===== src/rtl/mem_lsu.sv =====
// MEM-stage load/store unit: store buffer, store-to-load forwarding,
// fence drain, single outstanding request to the byte-serial controller.
module mem_lsu #(
  parameter int XLEN     = 32,
  parameter int ADDR_W   = 17,
  parameter int SB_DEPTH = 4,
  parameter int RA_W     = 5,
  localparam int PW      = $clog2(SB_DEPTH),
  localparam int CW      = PW + 1
) (
  input  logic              clk,
  input  logic              rst,
  input  logic              rdy,
  input  logic              in_valid,
  input  logic              in_ld,
  input  logic              in_st,
  input  logic              in_fence,
  input  logic [1:0]        in_size,
  input  logic              in_uns,
  input  logic [XLEN-1:0]   in_addr,
  input  logic [XLEN-1:0]   in_sdata,
  input  logic [RA_W-1:0]   in_wd,
  input  logic              in_wreg,
  input  logic [XLEN-1:0]   in_wdata,
  input  logic [XLEN-1:0]   in_pc,
  input  logic              mem_busy,
  input  logic              mem_done,
  input  logic [XLEN-1:0]   mem_din,
  output logic              mem_req,
  output logic              mem_wr,
  output logic [ADDR_W-1:0] mem_a,
  output logic [XLEN-1:0]   mem_dout,
  output logic [3:0]        mem_kind,
  output logic [XLEN-1:0]   mem_pc,
  output logic [RA_W-1:0]   wd_o,
  output logic              wreg_o,
  output logic [XLEN-1:0]   wdata_o,
  output logic              stallreq,
  output logic [CW-1:0]     sb_count
);

  typedef enum logic [1:0] {IDLE, LOAD, DRAIN} state_t;

  state_t state, state_nx;

  logic [XLEN-1:0] sb_addr [SB_DEPTH];
  logic [1:0]      sb_size [SB_DEPTH];
  logic [XLEN-1:0] sb_data [SB_DEPTH];
  logic [XLEN-1:0] sb_pc   [SB_DEPTH];

  logic [PW-1:0] head, tail;
  logic [CW-1:0] count;

  logic full, pop, push, ld_done, accept;
  logic fwd_hit, hazard, fwd, load_pend;
  logic issue_ld, issue_st;
  logic [XLEN-1:0] fwd_data;
  logic [XLEN:0]   lo_l, hi_l, lo_s, hi_s;
  logic [PW-1:0]   idx;

  function automatic logic [XLEN:0] last_off(input logic [1:0] sz);
    case (sz)
      2'd0:    last_off = (XLEN+1)'(0);
      2'd1:    last_off = (XLEN+1)'(1);
      default: last_off = (XLEN+1)'(3);
    endcase
  endfunction

  function automatic logic [3:0] kind(input logic [1:0] sz);
    case (sz)
      2'd0:    kind = 4'b0001;
      2'd1:    kind = 4'b0010;
      default: kind = 4'b0100;
    endcase
  endfunction

  function automatic logic [XLEN-1:0] ext(
    input logic [XLEN-1:0] d,
    input logic [1:0]      sz,
    input logic            uns
  );
    case (sz)
      2'd0: ext = uns ? {{(XLEN-8){1'b0}}, d[7:0]}
                      : {{(XLEN-8){d[7]}}, d[7:0]};
      2'd1: ext = uns ? {{(XLEN-16){1'b0}}, d[15:0]}
                      : {{(XLEN-16){d[15]}}, d[15:0]};
      default: ext = d;
    endcase
  endfunction

  assign sb_count = count;
  assign full     = count == CW'(SB_DEPTH);
  assign pop      = (state == DRAIN) & rdy & mem_done;
  assign ld_done  = (state == LOAD) & rdy & mem_done;

  // Scan oldest to youngest so the last covering store wins.
  // A store covers the load when bases match and it is at least as wide.
  always_comb begin
    fwd_hit  = 1'b0;
    hazard   = 1'b0;
    fwd_data = '0;
    idx      = '0;
    lo_s     = '0;
    hi_s     = '0;
    lo_l     = {1'b0, in_addr};
    hi_l     = lo_l + last_off(in_size);
    for (int k = 0; k < SB_DEPTH; k++) begin
      idx = head + PW'(k);
      if (CW'(k) < count) begin
        lo_s = {1'b0, sb_addr[idx]};
        hi_s = lo_s + last_off(sb_size[idx]);
        if (lo_l <= hi_s && lo_s <= hi_l) begin
          if (sb_addr[idx] == in_addr &&
              in_size <= sb_size[idx]) begin
            fwd_hit  = 1'b1;
            fwd_data = sb_data[idx];
          end else begin
            hazard = 1'b1;
          end
        end
      end
    end
  end

  assign fwd       = fwd_hit & ~hazard;
  assign load_pend = in_valid & in_ld & ~fwd & ~hazard;

  always_comb begin
    stallreq = 1'b0;
    if (in_valid) begin
      unique case (1'b1)
        in_st:    stallreq = full & ~pop;
        in_ld:    stallreq = ~fwd & ~ld_done;
        in_fence: stallreq = (count != '0) | (state != IDLE);
        default:  stallreq = 1'b0;
      endcase
    end
  end

  assign accept = in_valid & rdy & ~stallreq;
  assign push   = accept & in_st;

  always_comb begin
    state_nx = state;
    issue_ld = 1'b0;
    issue_st = 1'b0;
    if (rdy) begin
      unique case (state)
        IDLE: begin
          if (!mem_busy) begin
            if (load_pend) begin
              state_nx = LOAD;
              issue_ld = 1'b1;
            end else if (count != '0) begin
              state_nx = DRAIN;
              issue_st = 1'b1;
            end
          end
        end
        LOAD:    if (mem_done) state_nx = IDLE;
        DRAIN:   if (mem_done) state_nx = IDLE;
        default: state_nx = IDLE;
      endcase
    end
  end

  always_ff @(posedge clk or negedge rst) begin
    if (!rst) begin
      state <= IDLE;
    end else begin
      state <= state_nx;
    end
  end

  always_ff @(posedge clk or negedge rst) begin
    if (!rst) begin
      head  <= '0;
      tail  <= '0;
      count <= '0;
    end else begin
      if (push) tail <= tail + 1'b1;
      if (pop)  head <= head + 1'b1;
      case ({push, pop})
        2'b10:   count <= count + 1'b1;
        2'b01:   count <= count - 1'b1;
        default: count <= count;
      endcase
    end
  end

  always_ff @(posedge clk) begin
    if (push) begin
      sb_addr[tail] <= in_addr;
      sb_size[tail] <= in_size;
      sb_data[tail] <= in_sdata;
      sb_pc[tail]   <= in_pc;
    end
  end

  always_ff @(posedge clk or negedge rst) begin
    if (!rst) begin
      mem_req  <= 1'b0;
      mem_wr   <= 1'b0;
      mem_a    <= '0;
      mem_dout <= '0;
      mem_kind <= '0;
      mem_pc   <= '0;
    end else if (rdy) begin
      if (issue_ld) begin
        mem_req  <= 1'b1;
        mem_wr   <= 1'b0;
        mem_a    <= in_addr[ADDR_W-1:0];
        mem_dout <= '0;
        mem_kind <= kind(in_size);
        mem_pc   <= in_pc;
      end else if (issue_st) begin
        mem_req  <= 1'b1;
        mem_wr   <= 1'b1;
        mem_a    <= sb_addr[head][ADDR_W-1:0];
        mem_dout <= sb_data[head];
        mem_kind <= kind(sb_size[head]);
        mem_pc   <= sb_pc[head];
      end else if (mem_req && mem_done) begin
        mem_req  <= 1'b0;
        mem_wr   <= 1'b0;
        mem_a    <= '0;
        mem_dout <= '0;
        mem_kind <= '0;
        mem_pc   <= '0;
      end
    end
  end

  always_ff @(posedge clk or negedge rst) begin
    if (!rst) begin
      wd_o    <= '0;
      wreg_o  <= 1'b0;
      wdata_o <= '0;
    end else if (rdy) begin
      if (accept && !(in_st || in_fence)) begin
        wd_o   <= in_wd;
        wreg_o <= in_wreg;
        if (in_ld)
          wdata_o <= ext(fwd ? fwd_data : mem_din,
                         in_size, in_uns);
        else
          wdata_o <= in_wdata;
      end else begin
        wd_o   <= '0;
        wreg_o <= 1'b0;
      end
    end
  end

endmodule


===== config.mk =====
export PLATFORM = sky130hd
export DESIGN_NAME = mem_lsu
export DESIGN_NICKNAME = d
export VERILOG_FILES = /design/src/rtl/mem_lsu.sv
export SDC_FILE = /design/constraint.sdc
export NUM_CORES = 2
export LEC_CHECK = 0
export CAP_MARGIN = 10
export CORE_ASPECT_RATIO = 1.75
export CORE_MARGIN = 5
export CORE_UTILIZATION = 25
export CTS_CLUSTER_SIZE = 10
export DETAILED_ROUTE_END_ITERATION = 10
export DONT_BUFFER_PORTS = 1
export PLACE_DENSITY = 0.48
export SLEW_MARGIN = 20
export SYNTH_ARGS = -nofsm -noshare
export SYNTH_HDL_FRONTEND = slang
export SYNTH_SLANG_ARGS = --single-unit

===== constraint.sdc =====
create_clock -name clk -period 33.2 [get_ports clk]
set_input_delay 6.64 -clock clk [delete_from_list [all_inputs] [get_ports clk]]
set_output_delay 6.64 -clock clk [all_outputs]
set_load 0.01 [all_outputs]

==> run metrics <==
status finished clean; Syn Area/Cell 11.27 µm²; Slew HR 19.28%; Max VDD drop 0.06077 mV; cts repair resizes 0; pre-CTS WS 12.90 ns; chip height 513.8 µm; DIE AREA 153,000 µm²; worst path cell trace nor2_1 > clkinv_1 > ha_1 > ha_1 > a21oi_1 > nand4b_1 > nor3_1 > nand3_1 > xor2_1 > ha_1 > nand4_1 > or4_1 > or4b_2 > nand3_1 > a31o_2 > o2111a_1 > nand2_1 > a311o_2 > buf_4 > and3_1 > a221oi_2 > nor2_1; share of the synthesized area in the top cell type 32.47%; via count 27,343; layout cells sized above 1 10.79%; grt ovf 0; RSZ-0062 raised after global routing false; Inst Count DP 4,945; Avg Vias per Cell 5.405; Setup Buffers After CTS 0; clock tree buffer depth 3; Critical Path RT 26.56 ns; port bufs 0; Netlist Area Pre-Place 36,260 µm²; Worst Setup End Kind output pin; clk sinks 525; final hold vios 0; cell at the root of the clock tree clkbuf_16; clk_skew 0.09073 ns; asr flop ratio synth 25.33%; WL final 149,500 µm; slowest CP cell nor3_1; Leakage 14.55 nW; area delta synth->final 10.20%; worst min path class register to register; GRT Resource Usage Total 18.78%; final net count 3,605; Post-synth top cells edfxtp_1 (392), ha_1 (286), nand2_1 (232); Core ar. 144,700 µm²; number of synthesized flops with an enable pin 392; CTS Buf Count 60; Finished Core Util 27.62%; TritonCTS clock tree built; syn nets 3,686; setup_tns 0 ns; Ports 307; DRC viols 0; ANT nets after route 0; dpl cell area 38,110 µm²; Setup-failing EPs final 0; max incr delay on CP 0.90 ns; Worst Slack Setup Final 12.81 ns; total power per unit cell area 86.24 nW/µm²; Starting Density 25.06%; Worst EP arrival 13.75 ns; WL per Instance 29.55 µm; Cell variety after synth 94; fmax 49.05 MHz; Critical Path Most Common Cell ha_1; die width 297.9 µm; critical path type input port to output pin; pins over their slew limit 0; first-pass GRT wire length 209,500 µm; max_cap viols 0; Yosys Warn Count 0; gpl congestion 1.010; CP Buf/Inv Count 2; Hold-fix buffers, CTS 0; Post-Syn Instances 3,218; initial antenna violation count 1; critical path startpoint category input port; vias in the first global route 28,028; Seq/Total Area, Yosys 41.65%; post-route cell area 39,950 µm²; Crit Path Max Fanout 24; register bit count reported by yosys 525; htree depth 2; crit path time final 20.39 ns; Clock transition at path regs 0.06 ns; initial drt markers 2,055; Non-Filler Instances 5,059; Primary FF master, synth edfxtp_1; top-count cell post-synth edfxtp_1; post-synth top area cell edfxtp_1; Fill cells 14,917; drt first pass iters 10; Worst path top cell family by delay simple AND/OR/NAND/NOR gates; clk_lat worst skew 0.71 ns; Worst Tran Pin Value 1.200 ns; Core Rows 185; Detail Placement HPWL 112,400 µm; Area contributors post-synth edfxtp_1 (32%), ha_1 (9.9%), dfrtp_1 (9.2%), mux4_2 (9.1%), xnor2_1 (4.0%); largest net degree at the start of global routing 139; Final Cycle Share 61.41%
-- cells by family (layout without fill, tap and decap cells) --
family	Yosys count	count (layout)	share of synthesized area, %
simple gates	859	859	11.87
mux	327	327	14.26
compound gates	619	619	11.36
xor+xnor	281	281	6.788
fa+ha+maj	291	291	10.12
buf+inv	315	285	3.934
flops	525	525	41.65
other cells	1	2	0.01034
-- through the flow --
stage	hold WS [ns]	power [W]
final	0.5600	0.003446
after global routing	0.5681	0.003643
after CTS	0.5606	0.003473
after detailed placement	0.5485	0.002810
after global placement	0.5419	0.002801
after floorplan	0.4980	0.002185
-- path summary, 6_finish.rpt --
path,startpoint,cells past startpoint,end,slack [ns]
max,in_size[1],22,stallreq,12.81
min,mem_dout[14]$_DFFE_PN0P_,2,mem_dout[14]$_DFFE_PN0P_,0.56
max reg2reg,head[1]$_DFFE_PN0P_,27,sb_pc[1][15]$_DFFE_PP_,20.21
min reg2reg,mem_dout[14]$_DFFE_PN0P_,2,mem_dout[14]$_DFFE_PN0P_,0.56
max in group asynchronous,rst,0,wdata_o[17]$_DFFE_PN0P_,26.99
min in group asynchronous,rst,0,mem_a[15]$_DFFE_PN0P_,5.64
-- area by class of cell --
cell class	instances	area (µm²)	share of cell area (%)
Sequential cell	525	15110	37.81
Antenna cell	1	2.502	0.006263
Inverter	120	450.4	1.127
Clock buffer	105	1670	4.181
Clock inverter	8	167.7	0.4196
Timing Repair Buffer	52	412.9	1.033
Multi-Input combinational cell	2378	19800	49.57
Tap cell	1870	2340	5.856
-- where the power goes --
group / internal (W) / switching [W]
Clock: 0.000356 / 0.000286
Sequential: 0.000785 / 0.000126
Combinational: 0.000709 / 0.00118
-- sequential cells by signal (all words and copies together) (netlist names) --
| name | count |
|---|---|
| wd_o | 5 |
| sb_data | 128 |
| sb_pc | 128 |
| sb_size | 8 |
| mem_req | 1 |
| mem_a | 17 |
| sb_addr | 128 |
| mem_dout | 32 |
| head | 2 |
| tail | 2 |
| state | 2 |
| wreg_o | 1 |
| mem_kind | 3 |
| mem_pc | 32 |
| wdata_o | 32 |
| mem_wr | 1 |
| sb_count | 3 |
-- worst min-delay path, cell delays in order (launching register included) --
cell,delay (ns)
dfrtp_1,0.40
nand2_1,0.06
o21ai_0,0.06
-- cell usage in the layout (no fill, tap or decap), types with 42 or more instances in the layout --
cell       count
xnor2_1      165
a21o_1        45
a222oi_1      47
ha_1         286
nand3_1       81
inv_1        117
nand4_1       89
a21oi_1      204
mux4_2       147
nor2_1       183
mux2i_1      135
xor2_1       116
mux2_2        42
o21ai_0      120
clkbuf_16     60
nor3_1        72
buf_4         49
nand2_1      232
dfrtp_1      131
clkbuf_1      45
edfxtp_1     392
-- layer usage --
layer	part of all wire, %	global-route usage [%]	up-vias
met1	33	17.96	13880
met4	8.8	13.71	0
met5	0	0	-
met3	5.9	4.093	345
met2	53	35.13	933
li1	-	-	12185
Note: power is estimated with default switching activity, not from simulation.
